File: src/rtl/core_pkg.sv
// Shared definitions for the RV32I multi-cycle sequencer: state encoding,
// default wait limit and idle levels of the active-low strobes.
package core_pkg;

  typedef enum logic [2:0] {
    ST_IDLE    = 3'd0,
    ST_FETCH   = 3'd1,
    ST_DECODE  = 3'd2,
    ST_EXECUTE = 3'd3,
    ST_MEM     = 3'd4,
    ST_WB      = 3'd5,
    ST_ERR     = 3'd6
  } state_t;

  localparam int   WAIT_MAX_DEF  = 16;
  localparam logic DM_EN_N_IDLE  = 1'b1;
  localparam logic DM_WEN_IDLE   = 1'b1;
  localparam logic RF_WEN_N_IDLE = 1'b1;

endpackage

File: src/rtl/ctrl_wait_timer.sv
// Consecutive not-ready cycle counter shared by FETCH and MEM; expired_o
// flags the last allowed wait cycle (count == WAIT_MAX-1).
module ctrl_wait_timer #(
  parameter int WAIT_MAX = 16
) (
  input  logic clk_i,
  input  logic rst_n_i,
  input  logic clr_i,
  input  logic en_i,
  output logic expired_o
);

  localparam int CW = (WAIT_MAX > 1) ? $clog2(WAIT_MAX) : 1;

  logic [CW-1:0] r_cnt;

  always_ff @(posedge clk_i or negedge rst_n_i) begin
    if (!rst_n_i) begin
      r_cnt <= '0;
    end else if (clr_i) begin
      r_cnt <= '0;
    end else if (en_i) begin
      r_cnt <= r_cnt + CW'(1);
    end
  end

  assign expired_o = (r_cnt == CW'(WAIT_MAX - 1));

endmodule

File: src/rtl/core_seq_ctrl.sv
// Multi-cycle FETCH/DECODE/EXECUTE/MEM/WB sequencer with one instruction in
// flight; memory strobes are decoded from the state and latched decode bits.
module core_seq_ctrl
  import core_pkg::*;
#(
  parameter int WAIT_MAX = WAIT_MAX_DEF,
  parameter int CNT_W    = 32
) (
  input  logic             clk_i,
  input  logic             rst_n_i,
  input  logic             start_i,
  input  logic             halt_i,
  input  logic             im_ready_i,
  input  logic             dm_ready_i,
  input  logic             DM_enable_n_i,
  input  logic             DM_WEN_i,
  input  logic             REG_WEN_i,
  input  logic             Jump_en_i,
  input  logic             Branch_en_i,
  input  logic             branch_taken_i,
  output logic             im_req_o,
  output logic             ir_load_o,
  output logic             pc_wen_o,
  output logic             pc_sel_o,
  output logic             exe_latch_o,
  output logic             dm_enable_n_o,
  output logic             dm_wen_o,
  output logic             rf_wen_n_o,
  output logic [2:0]       state_o,
  output logic             busy_o,
  output logic             timeout_o,
  output logic [CNT_W-1:0] instret_o
);

  state_t           r_state;
  state_t           w_next;
  logic             r_dm_en_n;
  logic             r_dm_wen;
  logic             r_reg_wen;
  logic             r_jump;
  logic             r_branch;
  logic             r_taken;
  logic             r_timeout;
  logic [CNT_W-1:0] r_instret;
  logic             w_wait_en;
  logic             w_wait_clr;
  logic             w_expired;

  // The timer only runs on not-ready cycles; any other cycle clears it, so it
  // is always zero on entry to FETCH or MEM.
  ctrl_wait_timer #(
    .WAIT_MAX (WAIT_MAX)
  ) u_wait_timer (
    .clk_i     (clk_i),
    .rst_n_i   (rst_n_i),
    .clr_i     (w_wait_clr),
    .en_i      (w_wait_en),
    .expired_o (w_expired)
  );

  always_comb begin
    w_next    = r_state;
    w_wait_en = 1'b0;
    case (r_state)
      ST_IDLE:    if (start_i) w_next = ST_FETCH;
      ST_FETCH: begin
        if (im_ready_i) begin
          w_next = ST_DECODE;
        end else begin
          w_wait_en = 1'b1;
          if (w_expired) w_next = ST_ERR;
        end
      end
      ST_DECODE:  w_next = ST_EXECUTE;
      ST_EXECUTE: w_next = r_dm_en_n ? ST_WB : ST_MEM;
      ST_MEM: begin
        if (dm_ready_i) begin
          w_next = ST_WB;
        end else begin
          w_wait_en = 1'b1;
          if (w_expired) w_next = ST_ERR;
        end
      end
      ST_WB:      w_next = halt_i ? ST_IDLE : ST_FETCH;
      ST_ERR:     w_next = ST_ERR;
      default:    w_next = ST_IDLE;
    endcase
    w_wait_clr = !w_wait_en;
  end

  always_ff @(posedge clk_i or negedge rst_n_i) begin
    if (!rst_n_i) begin
      r_state   <= ST_IDLE;
      r_dm_en_n <= 1'b0;
      r_dm_wen  <= 1'b0;
      r_reg_wen <= 1'b0;
      r_jump    <= 1'b0;
      r_branch  <= 1'b0;
      r_taken   <= 1'b0;
      r_timeout <= 1'b0;
      r_instret <= '0;
    end else begin
      r_state <= w_next;
      if (r_state == ST_DECODE) begin
        r_dm_en_n <= DM_enable_n_i;
        r_dm_wen  <= DM_WEN_i;
        r_reg_wen <= REG_WEN_i;
        r_jump    <= Jump_en_i;
        r_branch  <= Branch_en_i;
      end
      if (r_state == ST_EXECUTE) r_taken <= branch_taken_i;
      if (r_state == ST_WB) r_instret <= r_instret + CNT_W'(1);
      if (w_next == ST_ERR) r_timeout <= 1'b1;
    end
  end

  assign im_req_o      = (r_state == ST_FETCH);
  assign ir_load_o     = (r_state == ST_FETCH) && im_ready_i;
  assign exe_latch_o   = (r_state == ST_EXECUTE);
  assign dm_enable_n_o = (r_state == ST_MEM) ? 1'b0 : DM_EN_N_IDLE;
  assign dm_wen_o      = (r_state == ST_MEM) ? r_dm_wen : DM_WEN_IDLE;
  assign rf_wen_n_o    = (r_state == ST_WB) ? r_reg_wen : RF_WEN_N_IDLE;
  assign pc_wen_o      = (r_state == ST_WB);
  assign pc_sel_o      = (r_state == ST_WB) && (r_jump || (r_branch && r_taken));
  assign state_o       = r_state;
  assign busy_o        = (r_state != ST_IDLE) && (r_state != ST_ERR);
  assign timeout_o     = r_timeout;
  assign instret_o     = r_instret;

endmodule

File: config.mk
export PLATFORM = sky130hd
export DESIGN_NAME = core_seq_ctrl
export DESIGN_NICKNAME = d
export VERILOG_FILES = /design/src/rtl/core_pkg.sv /design/src/rtl/ctrl_wait_timer.sv /design/src/rtl/core_seq_ctrl.sv
export SDC_FILE = /design/constraint.sdc
export NUM_CORES = 1
export LEC_CHECK = 0
export BUFFER_PORTS_ARGS = -buffer_cell sky130_fd_sc_hd__buf_4
export CAP_MARGIN = 25
export CORE_UTILIZATION = 55
export DETAILED_ROUTE_END_ITERATION = 7
export GPL_ROUTABILITY_DRIVEN = 0
export HOLD_SLACK_MARGIN = 0.12
export PLACE_DENSITY = 0.88
export SETUP_SLACK_MARGIN = 0.3
export SYNTH_ARGS = -nofsm -noshare
export SYNTH_HDL_FRONTEND = slang
export SYNTH_HIERARCHICAL = 1
export SYNTH_SLANG_ARGS = --single-unit
File: constraint.sdc
create_clock -name clk_i -period 3.3 [get_ports clk_i]
set_clock_uncertainty 0.2 [all_clocks]
set_input_delay 0.495 -clock clk_i [delete_from_list [all_inputs] [get_ports clk_i]]
set_output_delay 0.495 -clock clk_i [all_outputs]
set_load 0.05 [all_outputs]
==> impl_metrics.toml, run 1 <==
[layout]
syn_to_final_growth_pct = 23.79
drive_above_1_share_pct = 33.97
fin_area_sq_um = 2872
nNetsFinal = 276
diodes = 0

[power_and_ir_drop]
seqPwrFrac_pct = 40.6
p_sw_share_pct = 38.97
power_leakage_nw = 1.494
p_int_mw = 1.131
peakVddDrop_v = 0.0006880
p_comb_share_pct = 36.7
power_density_nw_per_um2 = 645.3
pwr-share-clk_pct = 22.6
switching_power_mw = 0.7221

[synth]
synth-seq-area-share_pct = 49.62
avgSynthCellArea_sq_um = 11.37
synth.cell_area_sq_um = 2320
synth_edf_count = 0
syn_inst = 204
yosysWarnings = 6
syn-num-nets = 218
ys_async_sr_fraction_pct = 100.0
synthDistinctLibCells = 44
synth.area.top_cells = "dfrtp_1 50%, xor2_1 7.2%, xnor2_1 5.3%, nor4_2 3.2%, mux2_2 2.9%"
synth_top_cell_area_share_pct = 49.62
synth.ff_latch_count = 46
yosysTopAreaCell = "dfrtp_1"
synth_ff_type = "dfrtp_1"

[worst_setup_path]
crit_arrival_ns = 1.87
critPathMaxFanout = 11
crit_required_ns = 2.60
worstPathCellList = "inv_1 > or3_1 > or2_2 > buf_4"
cp-start-kind = "flop"
slowest_delay_ns = 0.61
cp_top_family = "simple AND/OR/NAND/NOR gates"
worstSetupPathType = "reg2out"
worst-r2r-cell-count = 6
r2r_start = "state_o[2]"
slowest_stage = "dfrtp_1"
r2r_end = "u_wait_timer/r_cnt[3]"
path_buf_inv = 2
setup.worst_path.start = "state_o[2]"
regToRegSetupSlack_ns = 1.00
cp-end-kind = "primary output"

[sta]
relSlewSlack_pct = 45.23
rsz0062_at_grt = "false"
tns_ns = 0
setup_violations = 0
clock.fmax_ghz = 0.3902
finalMaxSlewViolations = 0
tightestPinTransition_ns = 0.8198
period_share_pct = 77.66
fin_crit_ns = 2.563
finalHoldViolations = 0

[global_routing]
grt_pass1_vias = 1569
antenna_found_initial = 0
grt_pass1_wl_mm = 7.389
grt-ovfl-total = 0
grt.total_usage_pct = 22.84
grt_max_degree = 47

[routing]
drc = 0
drt_iter0_markers = 82
ant_nets = 0
drt-pass1-iter-count = 4
vias = 1703
viasPerCell = 5.458
wl_per_cell_um = 14.34
drt-total-wl_mm = 4.475

[cts]
cts_buffers = 5
clockBufferDepth = 2
postCtsResizedCells = 0
insertion_delay_ns = 0.29
clock_tree.root_cell = "clkbuf_8"
htreeDepth = 2
postCtsHoldBufs = 1
cts.sinks = 46
cts.clk_slew.worst_paths_ns = 0.08
postCtsSetupBuffers = 0
cts_tree = "done"

[floorplanning]
row_count = 23
die_w_um = 66.95
core_area_sq_um = 4029
start_util_pct = 57.58
ios = 57
die_area_sq_um = 4482
die_height_um = 66.95

[placed_design]
place_hpwl_mm = 3.245
port_buffers = 56
dpl_cell_area_sq_um = 2749

[hold_path]
hold_class = "in2reg"
hold_depth = 2
min_from = "DM_WEN_i"
holdPathEnd = "r_dm_wen"

[run]
max-cap-violations = 0

[outcome]
status = "finished, final reports clean"
==> final cells by class <==
cell class                 instances  area [sq um]
inverter                          10         38.79
clock buffer                       6         82.58
tap                               50         62.56
multi-input combinational        141          1069
timing repair buffer              58         437.9
fill                             308          1157
clock inverter                     1         30.03
sequential                        46          1151
==> worst max-delay path by stage <==
stage	end	slack, ns	depth (start not counted)
after floorplan	ir_load_o	0.63	5
after global placement	u_wait_timer/r_cnt[3]	1.12	6
after detailed placement	u_wait_timer/r_cnt[3]	1.06	6
after CTS	dm_wen_o	0.75	4
after global routing	dm_wen_o	0.67	4
final	dm_wen_o	0.74	4
==> kinds of logic after synthesis <==
kind of cell    after synthesis  share of synthesized area (%)
compound gates               12                          3.398
xor+xnor                     33                          12.46
fa+ha+maj                     2                          1.079
flops                        46                          49.62
simple gates                 85                          24.70
buf+inv                      17                          4.314
mux                           9                          4.423
==> routing by layer <==
metal	part of all wire, %	GRT usage (%)	vias up
met5	0	0	-
met4	2.4	11.17	0
met3	5.2	5.308	8
met2	49	36.74	47
met1	44	28.59	826
li1	-	-	822
==> state kept, by name, indices dropped and copies added (netlist names) <==
signal,count
instret_o,32
u_wait_timer/r_cnt,4
state_o,3
r_branch,1
r_dm_en_n,1
r_dm_wen,1
r_jump,1
r_reg_wen,1
r_taken,1
timeout_o,1
==> cell usage after synthesis (2+ instances only) <==
master    count
dfrtp_1      46
xor2_1       19
nand2_1      16
xnor2_1      14
nor2_1       10
inv_1         9
nand3_1       8
nor3_1        7
mux2_2        6
nor4_2        6
and3_1        5
nand4_1       5
buf_6         4
nor4_1        4
a21oi_1       3
and2_1        3
nand2b_1      3
nor2b_1       3
a31oi_1       2
and3_2        2
ha_1          2
mux2i_1       2
nand4_2       2
nor4_4        2
o21ai_0       2
==> placed cells by master, fill, tap and decap left out, types with 2 or more instances in the layout <==
master	instances
and3_1	5
nor4_4	2
mux2_2	6
clkbuf_8	6
and3_2	2
a21oi_1	3
nand4_1	5
nor2b_1	3
nor4_1	4
nand3_1	8
dfrtp_1	46
nand2_1	16
xnor2_1	14
a31oi_1	2
nor4_2	6
nand2b_1	3
and2_1	3
xor2_1	19
ha_1	2
mux2i_1	2
nor2_1	10
buf_4	57
nand4_2	2
inv_1	9
o21ai_0	2
nor3_1	7
==> power groups by stage <==
stage	clock, mW	combinational, mW	sequential, mW
final	0.419	0.681	0.753
after global routing	0.445	0.722	0.772
after CTS	0.428	0.685	0.751
after detailed placement	0	0.678	0.760
after global placement	0	0.666	0.756
after floorplan	0	0.395	0.867
==> per-stage QoR <==
step,power [mW],std cells,hold slack (ns),setup slack [ns],util (%)
2_1_floorplan,1.263,204,-0.0005910,0.6344,-
3_3_place_gp,1.422,304,0.2530,1.119,68.23
3_5_place_dp,1.438,304,0.2482,1.057,68.23
4_1_cts,1.865,312,0.2232,0.7493,71.27
5_1_grt,1.939,312,0.2221,0.6716,71.27
6_report,1.853,312,0.2288,0.7373,71.27
No activity file was read; power rests on OpenSTA's default activity.
==> run 2, diff against run 1 <==
--- a/config.mk
+++ b/config.mk
@@ -7,11 +7,11 @@
 export LEC_CHECK = 0
 export BUFFER_PORTS_ARGS = -buffer_cell sky130_fd_sc_hd__buf_4
 export CAP_MARGIN = 25
-export CORE_UTILIZATION = 55
+export CORE_UTILIZATION = 48
 export DETAILED_ROUTE_END_ITERATION = 7
 export GPL_ROUTABILITY_DRIVEN = 0
 export HOLD_SLACK_MARGIN = 0.12
-export PLACE_DENSITY = 0.88
+export PLACE_DENSITY = 0.82
 export SETUP_SLACK_MARGIN = 0.3
 export SYNTH_ARGS = -nofsm -noshare
 export SYNTH_HDL_FRONTEND = slang
==> constraint.sdc (replaced) <==
create_clock -name clk_i -period 2.3 [get_ports clk_i]
set_clock_uncertainty 0.2 [all_clocks]
set_input_delay 0.345 -clock clk_i [delete_from_list [all_inputs] [get_ports clk_i]]
set_output_delay 0.345 -clock clk_i [all_outputs]
set_load 0.05 [all_outputs]
==> run 2 against run 1 <==
Compared with the run above: utilization down 2.3 points; combinational power grew 78%; die area rose by 14%; non-clock buffer count grew 23; register-to-register slack lost 0.73 ns; clock power up 22%; critical path depth unchanged; sequential power is 38% higher; hold slack better by 0.016 ns; cell count is 8.3% higher; first-iteration DRC count is 8.5% lower; design area rose by 8.2%.
==> impl_metrics.toml, run 2 (synthesized netlist as in run 1, its figures left out) <==
[outcome]
status = "finished, final reports clean"

[sta]
finalMaxSlewViolations = 0
relSlewSlack_pct = 61.40
finalHoldViolations = 0
period_share_pct = 90.33
fin_ws_ns = 0.2223
holdWs_ns = 0.2449
clock.fmax_ghz = 0.4813
tns_ns = 0
fin_crit_ns = 2.078
rsz0062_at_grt = "true"
tightestPinTransition_ns = 0.5790
setup_violations = 0

[placed_design]
port_buffers = 56
place_hpwl_mm = 3.282
dpl_worst_slack_ns = 0.2042
dpl.cell_count = 309
dpl_cell_area_sq_um = 2799

[cts]
clock_tree.root_cell = "clkbuf_8"
htreeDepth = 2
cts_buffers = 5
cts.sinks = 46
cts_tree = "done"
insertion_delay_ns = 0.30
cts.clk_slew.worst_paths_ns = 0.08
clockBufferDepth = 2

[hold_path]
hold_class = "in2reg"
min_from = "halt_i"

[floorplanning]
ios = 57
start_util_pct = 51.50
die_area_sq_um = 5115
die_w_um = 71.52
die_height_um = 71.52
row_count = 24
core_area_sq_um = 4504

[routing]
vias = 1807
ant_nets = 0
drt-pass1-iter-count = 4
viasPerCell = 5.346
drt-total-wl_mm = 5.126
drc = 0
drt_iter0_markers = 75
wl_per_cell_um = 15.17

[worst_setup_path]
r2r_start = "state_o[2]"
worstSetupPathType = "reg2out"
cp-start-kind = "flop"
cp-end-kind = "primary output"
critPathMaxFanout = 4
crit_arrival_ns = 1.53
setup.worst_path.start = "state_o[2]"
crit_required_ns = 1.75

[layout]
drive_above_1_share_pct = 41.96
nNetsFinal = 299
fin_area_sq_um = 3108
syn_to_final_growth_pct = 33.98
final_cell_mix = "71 x buf_4, 41 x dfrtp_1, 19 x xor2_1"
layout_commonest_cell = "buf_4"
diodes = 0
final_cells = 338
largest_reg_flops = 32
nFillCells = 341

[global_routing]
antenna_found_initial = 0
grt-ovfl-total = 0
grt_pass1_wl_mm = 7.997
grt.total_usage_pct = 20.48
grt_pass1_vias = 1718
grt_max_degree = 47

[power_and_ir_drop]
power_density_nw_per_um2 = 889.3
power_leakage_nw = 1.599
peakVddDrop_v = 0.0006551

[run]
max-cap-violations = 0
[run 2: path summary, 6_finish.rpt]
path,to,slack (ns),cells after the start
worst min register to register,timeout_o,0.29,1
max in group asynchronous,state_o[2],1.09,2
min in group asynchronous,instret_o[7],0.39,2
worst max register to register,u_wait_timer/r_cnt[3],0.27,6
worst min-delay path,state_o[0],0.24,4
worst max-delay path,dm_wen_o,0.22,4
[run 2: through the flow]
step	utilization (%)	power (mW)
floorplan	-	1.849
global placement	62.14	2.096
detailed placement	62.14	2.115
CTS	67.53	2.736
global route	69.00	2.891
finish	69.00	2.764
[run 2: report_power, final]
part | leakage [nW] | total [mW] | switching [mW] | internal (mW)
Sequential | 0.611 | 1.04 | 0.105 | 0.938
Clock | 0.0482 | 0.512 | 0.270 | 0.243
Combinational | 0.940 | 1.21 | 0.733 | 0.476
Total | 1.60 | 2.76 | 1.11 | 1.66
[run 2: layout make-up]
type                       instances  area [sq um]  share of cell area, %
inverter                          10         46.29                  1.490
clock buffer                       7         86.33                  2.778
timing repair buffer              81         644.4                  20.73
multi-input combinational        141          1104                  35.51
clock inverter                     1         5.005                 0.1610
sequential                        46          1157                  37.24
tap                               52         65.06                  2.093
[run 2: worst max-delay path, cell delays in order, from the launching register on]
cell and delay [ns]:
dfrtp_2 0.41, inv_2 0.04, or3_4 0.39, or2_4 0.24, buf_8 0.15
[run 2: repair_timing]
action,4_1_cts,5_1_grt
setup buffers,7,7
hold buffers,7,0
resized for setup,7,3
pin swaps,0,2
endpoints found under the hold margin,52,0
setup endpoints to repair,8,11
[run 2: metal layers]
metal	wire, um	global-route usage (%)	vias to the layer above	part of all wire (%)
met5	0	0	-	0
met2	2565	35.45	59	50
met3	244	5.485	7	4.8
met1	2261	25.05	876	44
met4	55	6.536	0	1.1
li1	-	-	865	-
